## src/rtl/mc_pkg.sv

```systemverilog
// Shared types and encodings for the multicycle MIPS controller.
// The BRANCH_NE state exists unconditionally; it is reachable only when MC_BNE_EN is defined.
package mc_pkg;

    typedef enum logic [3:0] {
        FETCH     = 4'd0,
        DECODE    = 4'd1,
        MEMADR    = 4'd2,
        MEMRD     = 4'd3,
        MEMWB     = 4'd4,
        MEMWR     = 4'd5,
        EXECUTE   = 4'd6,
        ALUWB     = 4'd7,
        BRANCH    = 4'd8,
        ADDIEX    = 4'd9,
        ADDIWB    = 4'd10,
        JUMP      = 4'd11,
        BRANCH_NE = 4'd12
    } state_t;

    typedef enum logic [1:0] {
        ALUOP_ADD   = 2'b00,
        ALUOP_SUB   = 2'b01,
        ALUOP_FUNCT = 2'b10
    } alu_op_t;

    localparam logic [5:0] OP_RTYPE = 6'b000000;
    localparam logic [5:0] OP_LW    = 6'b100011;
    localparam logic [5:0] OP_SW    = 6'b101011;
    localparam logic [5:0] OP_BEQ   = 6'b000100;
    localparam logic [5:0] OP_BNE   = 6'b000101;
    localparam logic [5:0] OP_ADDI  = 6'b001000;
    localparam logic [5:0] OP_J     = 6'b000010;

    localparam logic [5:0] FN_ADD = 6'b100000;
    localparam logic [5:0] FN_SUB = 6'b100010;
    localparam logic [5:0] FN_AND = 6'b100100;
    localparam logic [5:0] FN_OR  = 6'b100101;
    localparam logic [5:0] FN_SLT = 6'b101010;

    localparam logic [2:0] ALU_AND = 3'b000;
    localparam logic [2:0] ALU_OR  = 3'b001;
    localparam logic [2:0] ALU_ADD = 3'b010;
    localparam logic [2:0] ALU_SUB = 3'b110;
    localparam logic [2:0] ALU_SLT = 3'b111;

    localparam logic [1:0] SRCB_REG    = 2'b00;
    localparam logic [1:0] SRCB_FOUR   = 2'b01;
    localparam logic [1:0] SRCB_IMM    = 2'b10;
    localparam logic [1:0] SRCB_IMM_SH = 2'b11;

    localparam logic [1:0] PCSRC_ALU    = 2'b00;
    localparam logic [1:0] PCSRC_ALUOUT = 2'b01;
    localparam logic [1:0] PCSRC_JUMP   = 2'b10;

endpackage

```

## src/rtl/mc_alu_decoder.sv

```systemverilog
// Maps ALUOp and the R-type funct field to the 3-bit ALU operation.
module mc_alu_decoder
    import mc_pkg::*;
(
    input  alu_op_t    alu_op,
    input  logic [5:0] funct,
    output logic [2:0] alu_control
);

    always_comb begin
        alu_control = ALU_ADD;
        case (alu_op)
            ALUOP_ADD: alu_control = ALU_ADD;
            ALUOP_SUB: alu_control = ALU_SUB;
            ALUOP_FUNCT: begin
                case (funct)
                    FN_ADD:  alu_control = ALU_ADD;
                    FN_SUB:  alu_control = ALU_SUB;
                    FN_AND:  alu_control = ALU_AND;
                    FN_OR:   alu_control = ALU_OR;
                    FN_SLT:  alu_control = ALU_SLT;
                    default: alu_control = ALU_ADD;
                endcase
            end
            default: alu_control = ALU_ADD;
        endcase
    end

endmodule

```

## src/rtl/mc_controller.sv

```systemverilog
// Multicycle MIPS main controller: Moore FSM sequencing datapath enables per instruction.
// Optional macro MC_BNE_EN adds bne support through the BRANCH_NE state.
module mc_controller
    import mc_pkg::*;
#(
    parameter int STATE_W = 4
)(
    input  logic       clk,
    input  logic       reset,
    input  logic [5:0] op,
    input  logic [5:0] funct,
    input  logic       zero,
    output logic       pc_en,
    output logic       iord,
    output logic       mem_write,
    output logic       ir_write,
    output logic       reg_dst,
    output logic       mem_to_reg,
    output logic       reg_write,
    output logic       alu_src_a,
    output logic [1:0] alu_src_b,
    output logic [2:0] alu_control,
    output logic [1:0] pc_src,
    output logic       instr_done,
    output logic       illegal_op
);

    logic [STATE_W-1:0] state_q;
    state_t             state, state_d;
    logic               illegal;

    assign state = state_t'(state_q[$bits(state_t)-1:0]);

    always_ff @(posedge clk or posedge reset) begin
        if (reset) state_q <= STATE_W'(FETCH);
        else       state_q <= STATE_W'(state_d);
    end

    always_comb begin
        state_d = FETCH;
        illegal = 1'b0;
        case (state)
            FETCH: state_d = DECODE;
            DECODE: begin
                case (op)
                    OP_LW, OP_SW: state_d = MEMADR;
                    OP_RTYPE:     state_d = EXECUTE;
                    OP_BEQ:       state_d = BRANCH;
                    OP_ADDI:      state_d = ADDIEX;
                    OP_J:         state_d = JUMP;
`ifdef MC_BNE_EN
                    OP_BNE:       state_d = BRANCH_NE;
`endif
                    default:      illegal = 1'b1;
                endcase
            end
            MEMADR:  state_d = (op == OP_LW) ? MEMRD : MEMWR;
            MEMRD:   state_d = MEMWB;
            EXECUTE: state_d = ALUWB;
            ADDIEX:  state_d = ADDIWB;
            default: state_d = FETCH;
        endcase
    end

    logic    pc_write, branch, branch_ne;
    logic    ir_write_s, reg_write_s, mem_write_s, done_s, illegal_s;
    alu_op_t alu_op;

    always_comb begin
        pc_write    = 1'b0;
        branch      = 1'b0;
        branch_ne   = 1'b0;
        ir_write_s  = 1'b0;
        reg_write_s = 1'b0;
        mem_write_s = 1'b0;
        done_s      = 1'b0;
        illegal_s   = 1'b0;
        iord        = 1'b0;
        reg_dst     = 1'b0;
        mem_to_reg  = 1'b0;
        alu_src_a   = 1'b0;
        alu_src_b   = SRCB_REG;
        pc_src      = PCSRC_ALU;
        alu_op      = ALUOP_ADD;
        case (state)
            FETCH: begin
                ir_write_s = 1'b1;
                pc_write   = 1'b1;
                alu_src_b  = SRCB_FOUR;
            end
            DECODE: begin
                alu_src_b = SRCB_IMM_SH;
                done_s    = illegal;
                illegal_s = illegal;
            end
            MEMADR: begin
                alu_src_a = 1'b1;
                alu_src_b = SRCB_IMM;
            end
            MEMRD: iord = 1'b1;
            MEMWB: begin
                reg_write_s = 1'b1;
                mem_to_reg  = 1'b1;
                done_s      = 1'b1;
            end
            MEMWR: begin
                iord        = 1'b1;
                mem_write_s = 1'b1;
                done_s      = 1'b1;
            end
            EXECUTE: begin
                alu_src_a = 1'b1;
                alu_op    = ALUOP_FUNCT;
            end
            ALUWB: begin
                reg_dst     = 1'b1;
                reg_write_s = 1'b1;
                done_s      = 1'b1;
            end
            BRANCH, BRANCH_NE: begin
                alu_src_a = 1'b1;
                alu_op    = ALUOP_SUB;
                branch    = (state == BRANCH);
                branch_ne = (state == BRANCH_NE);
                pc_src    = PCSRC_ALUOUT;
                done_s    = 1'b1;
            end
            ADDIEX: begin
                alu_src_a = 1'b1;
                alu_src_b = SRCB_IMM;
            end
            ADDIWB: begin
                reg_write_s = 1'b1;
                done_s      = 1'b1;
            end
            JUMP: begin
                pc_write = 1'b1;
                pc_src   = PCSRC_JUMP;
                done_s   = 1'b1;
            end
            default: ;
        endcase
    end

    // Reset forces FETCH, whose enables must still stay low while reset is held.
    assign pc_en      = ~reset & (pc_write | (branch & zero) | (branch_ne & ~zero));
    assign ir_write   = ~reset & ir_write_s;
    assign reg_write  = ~reset & reg_write_s;
    assign mem_write  = ~reset & mem_write_s;
    assign instr_done = ~reset & done_s;
    assign illegal_op = ~reset & illegal_s;

    mc_alu_decoder u_alu_dec (
        .alu_op      (alu_op),
        .funct       (funct),
        .alu_control (alu_control)
    );

endmodule

```

## config.mk

```make
export PLATFORM = sky130hd
export DESIGN_NAME = mc_controller
export DESIGN_NICKNAME = d
export VERILOG_FILES = /design/src/rtl/mc_pkg.sv /design/src/rtl/mc_alu_decoder.sv /design/src/rtl/mc_controller.sv
export SDC_FILE = /design/constraint.sdc
export NUM_CORES = 1
export LEC_CHECK = 0
export BUFFER_PORTS_ARGS = -buffer_cell sky130_fd_sc_hd__buf_4
export CAP_MARGIN = 20
export CORE_AREA = 4 4 41 43
export CTS_BUF_LIST = sky130_fd_sc_hd__clkbuf_4 sky130_fd_sc_hd__clkbuf_8
export CTS_CLUSTER_SIZE = 30
export DETAILED_ROUTE_END_ITERATION = 16
export DIE_AREA = 0 0 45 47
export GPL_ROUTABILITY_DRIVEN = 0
export PLACE_DENSITY = 0.78
export SLEW_MARGIN = 20
export SYNTH_ARGS = -nofsm -noshare
export SYNTH_HDL_FRONTEND = slang
export SYNTH_SLANG_ARGS = --single-unit
```

## constraint.sdc

```tcl
create_clock -name clk -period 2.6 [get_ports clk]
set_clock_uncertainty 0.1 [all_clocks]
set_input_delay 0.52 -clock clk [delete_from_list [all_inputs] [get_ports clk]]
set_output_delay 0.52 -clock clk [all_outputs]
set_load 0.05 [all_outputs]
```

# Word level (Yosys, flattened, before mapping)
# Index checks and enable logic that the tools add are counted.
[word_totals]
latch_bits = 0
mem_bits_rw = 0
memories = 0
mem_bits_ro = 0
reg_bits = 4
output_inout_bits = 17
[classes]
shift = 0
mux = 21
eq_ne = 23
bitwise_logic = 12
n_mul = 0
div = 0
n_lt_le_gt_ge = 0
reduce_logical = 11
addsub = 0
[op_table]
columns = ["op", "count"]
rows = [
  ["$eq A6 B6 Y1 const B", 6],
  ["$pmux W4 S6", 1],
  ["$eq A4 B4 Y1 const B", 5],
  ["$pmux W4 S5", 1],
  ["$eq A4 B3 Y1 const B", 4],
  ["$mux W1", 12],
  ["$pmux W3 S4", 1],
  ["$reduce_or A2 Y1", 5],
  ["$and A1 B1 Y1", 8],
  ["$eq A4 B2 Y1 const B", 2],
  ["$pmux W2 S2", 2],
  ["$reduce_or A7 Y1", 1],
  ["$eq A6 B2 Y1 const B", 1],
  ["$eq A6 B3 Y1 const B", 1],
  ["$eq A6 B4 Y1 const B", 1],
  ["$logic_not A6 Y1", 1],
  ["$pmux W2 S3", 1],
  ["$pmux W3 S2", 1],
  ["$reduce_or A6 Y1", 1],
  ["$reduce_or A5 Y1", 1],
  ["$eq A4 B1 Y1 const B", 1],
  ["$logic_not A4 Y1", 1],
  ["$mux W3", 1],
  ["$reduce_or A3 Y1", 1],
  ["other kinds (5)", 7],
]

# Longest topological paths before layout
[depth]
ltp_word = 7
depth_mapped = 7
ltp_nobuf = 6

# Hierarchy
# From an unflattened synthesis, not the netlist that was laid out.
[unflattened]
cells_unflattened = 93
area_unflattened_um2 = 658.1
[by_module_without_submodules]
columns = ["mod", "area_per_inst_um2", "instances", "cells_each"]
rows = [
  ["mc_controller", 539.3, 1, 78],
  ["mc_alu_decoder", 118.9, 1, 15],
]

# Worst setup path after synthesis
# Ideal clock, no wire load.
[synth_timing]
path_type = "register to output"
startpoint = "reg state_q[2], in the netlist state[2]"
endpoint = "out ir_write"
t_arrival_ns = 2.370
path_slack_ns = -0.390
stages_incl_launch_ff = 4
cell_sequence = "dfrtp_1 -> buf_2 -> buf_1 -> nor4b_1"
[synth_between]
elab_chain_len = 3
[synth_rtl]
columns = ["element", "line", "rtl"]
rows = [
  ["start, declared", "mc_controller.sv:28", "logic [STATE_W-1:0] state_q;"],
  ["start signal, assigned", "mc_controller.sv:35", "if (reset) state_q <= STATE_W'(FETCH);"],
  ["start signal, assigned", "mc_controller.sv:36", "else state_q <= STATE_W'(state_d);"],
  ["$logic_not A4 Y1", "mc_controller.sv:85", "case (state)"],
  ["$mux W1", "mc_controller.sv:85", ""],
  ["$and A1 B1 Y1", "mc_controller.sv:147", "assign ir_write = ~reset & ir_write_s;"],
  ["end, declared", "mc_controller.sv:16", "output logic ir_write,"],
]
# Every way passes these cells.

# Worst setup path after layout
[layout_timing]
startpoint = "in op[0]"
endpoint = "out instr_done"
[layout_between]
elab_chain_len = 5
[layout_rtl]
columns = ["element", "line", "rtl"]
rows = [
  ["start, declared", "mc_controller.sv:10", "input logic [5:0] op,"],
  ["$eq A6 B6 Y1, or another cell as far along", "mc_controller.sv:45", "case (op)"],
  ["$reduce_or A6 Y1 (no source line) (*)", "n/a", ""],
  ["$mux W1 (*)", "mc_controller.sv:45", ""],
  ["$pmux W1 S2 (*)", "mc_controller.sv:85", ""],
  ["$and A1 B1 Y1 (*)", "mc_controller.sv:150", "assign instr_done = ~reset & done_s;"],
  ["end, declared", "mc_controller.sv:24", "output logic instr_done,"],
]
# Mark *: on every way between the ends. The rest lies on a longest branch, timed or not.

==> impl_metrics.ini <==
[synth]
yosysWarningCount = 0
synth_seq_cells = 4
postSynthAreaPerCell_um2 = 6.76
synth_area_leaders = dfrtp_1, nor2_1, nor3_1, ha_1, inv_1
yosysTopAreaCell = dfrtp_1
yosysSeqAreaShare_pct = 17.4
ys_types = 33
synth_edf_count = 0
synthFlopType = dfrtp_1
netlist_area_um2 = 574
synth_top_area_share_pct = 17.4
syn-num-nets = 102
syn_inst = 85
synthArstFlopShare_pct = 100

[cts]
cts_resized = 0
clock_latency_ps = 230
cts_root_buf = clkbuf_4
clock_sinks = 4
post_cts_buffers = 0
cts_buffer_depth = 2
cts_buffers = 3
clk_pin_slew_ps = 40
ctsHoldBuffers = 0
htreeDepth = 1
cts_tree = done

[layout]
final_cells = 136
fin_nets = 140
syn2layout_area_growth_pct = 54.5
drive_above_1_share_pct = 38.0
nFillCells = 114
fin_area_um2 = 887
finish.utilization_pct = 68.2
final_cell_mix = buf_4, nor2_1, nor3_1, inv_1, nand2_1
largest_reg_flops = 4
layout_commonest_cell = buf_4
diodes = 0

[timing]
finalHoldViolations = 0
grt_setup_unrepaired = no
setup_violations = 0
setup_ws_ps = 61.5
min_period_ps = 2540
slew_headroom_pct = 74.0
finalCritPeriodShare_pct = 97.6
slew_violations = 0
setup_tns_ps = 0
tightest_slew_ps = 380
hold-worst-slack_ps = 114
fmax_mhz = 394

[worst_setup_path]
start_kind = input pin
end_kind = output port
ff2ff_path_depth = 4
cp_num_buf_inv = 2
worstPathCellList = buf_4, or4_1, a211o_1, and3_4, o21bai_1, buf_4
arrival_ps = 1920
crit_family = simple AND/OR/NAND/NOR gates
path_class = in -> out
critPathMaxFanout = 2
max_stage_delay_ps = 510
cp.depth = 6
crit_slowest_cell = or4_1
cp.required_ps = 1980
cp_common_cell = buf_4

[floorplanning]
core_um2 = 1300
fp.dieH_um = 47
io-pin-count = 32
die_area_um2 = 2120
start_util_pct = 44.1
rows = 13
fp.dieW_um = 45

[power]
p_leak_nw = 0.390
total_power_mw = 0.647
ir_drop_v = 0.000522
p_per_area_nw_per_um2 = 729

[global_route]
overflow = 0
grt_max_degree = 15
grt_pass1_vias = 661
track_usage_pct = 17.8
antenna_found_initial = 0
grt_pass1_wl_um = 2880

[routing]
avgViaCountPerCell = 5.55
drcViolationCount = 0
vias = 755
dr.pass1.iters = 4
ant_nets = 0
wl_per_cell_um = 12.8
wl_um = 1740
drt-initial-drc-count = 18

[placement]
dpl.hpwl_um = 1370
port_buffers = 31
place_inst = 133
preCtsSetupSlack_ps = 34.6
place_area_um2 = 865

[worst_hold_path]
hold_path_class = in -> async

[run]
max_cap_violations = 0

[outcome]
run_status = finished clean
-- per-layer routing --
layer  part of all wire [%]  track usage [%]
met4                      0             5.26
met5                      0                0
met1                     40             22.2
met2                     54             33.3
met3                    6.4            0.383
-- cell usage after synthesis, drive strengths merged, types with 3 or more instances --
cell     n
a21oi    4
buf      3
dfrtp    4
inv      6
nand2    5
nand2b   3
nand3    3
nor2    12
nor3     8
nor4     3
o21ai    4
-- worst register-to-register path, cell delays in order (launching register included) --
cell	delay, ps
dfrtp_1	430
buf_4	220
or4b_2	630
a21oi_1	170
a2111oi_0	80
-- power breakdown --
part	internal [mW]	switching (mW)
Clock	0.0516	0.0250
Combinational	0.165	0.304
Sequential	0.0763	0.0247
-- layout make-up --
cell class                 count  area, µm²  share of cell area [%]
sequential                     4        100                    11.3
multi-input combinational     70        438                    49.4
clock buffer                   3       22.5                    2.54
tap                           15       18.8                    2.12
inverter                       6       22.5                    2.54
timing repair buffer          38        285                    32.2
-- kinds of logic after synthesis --
logic type | after synthesis | share of synthesized area [%]
simple gates | 43 | 40.3
compound gates | 23 | 27.5
buf+inv | 11 | 7.41
flops | 4 | 17.4
xor+xnor | 2 | 3.05
fa+ha+maj | 2 | 4.36
-- worst paths after layout --
path	start	end	slack (ps)
max in group asynchronous	reset	state[0]	2130
min in group clk	state[3]	state[0]	550
worst max register to register	state[2]	state[2]	830
worst min register to register	state[3]	state[0]	550
worst min-delay path	reset	state[3]	110
worst max-delay path	op[0]	instr_done	60
(Power assumes the default switching activity.)
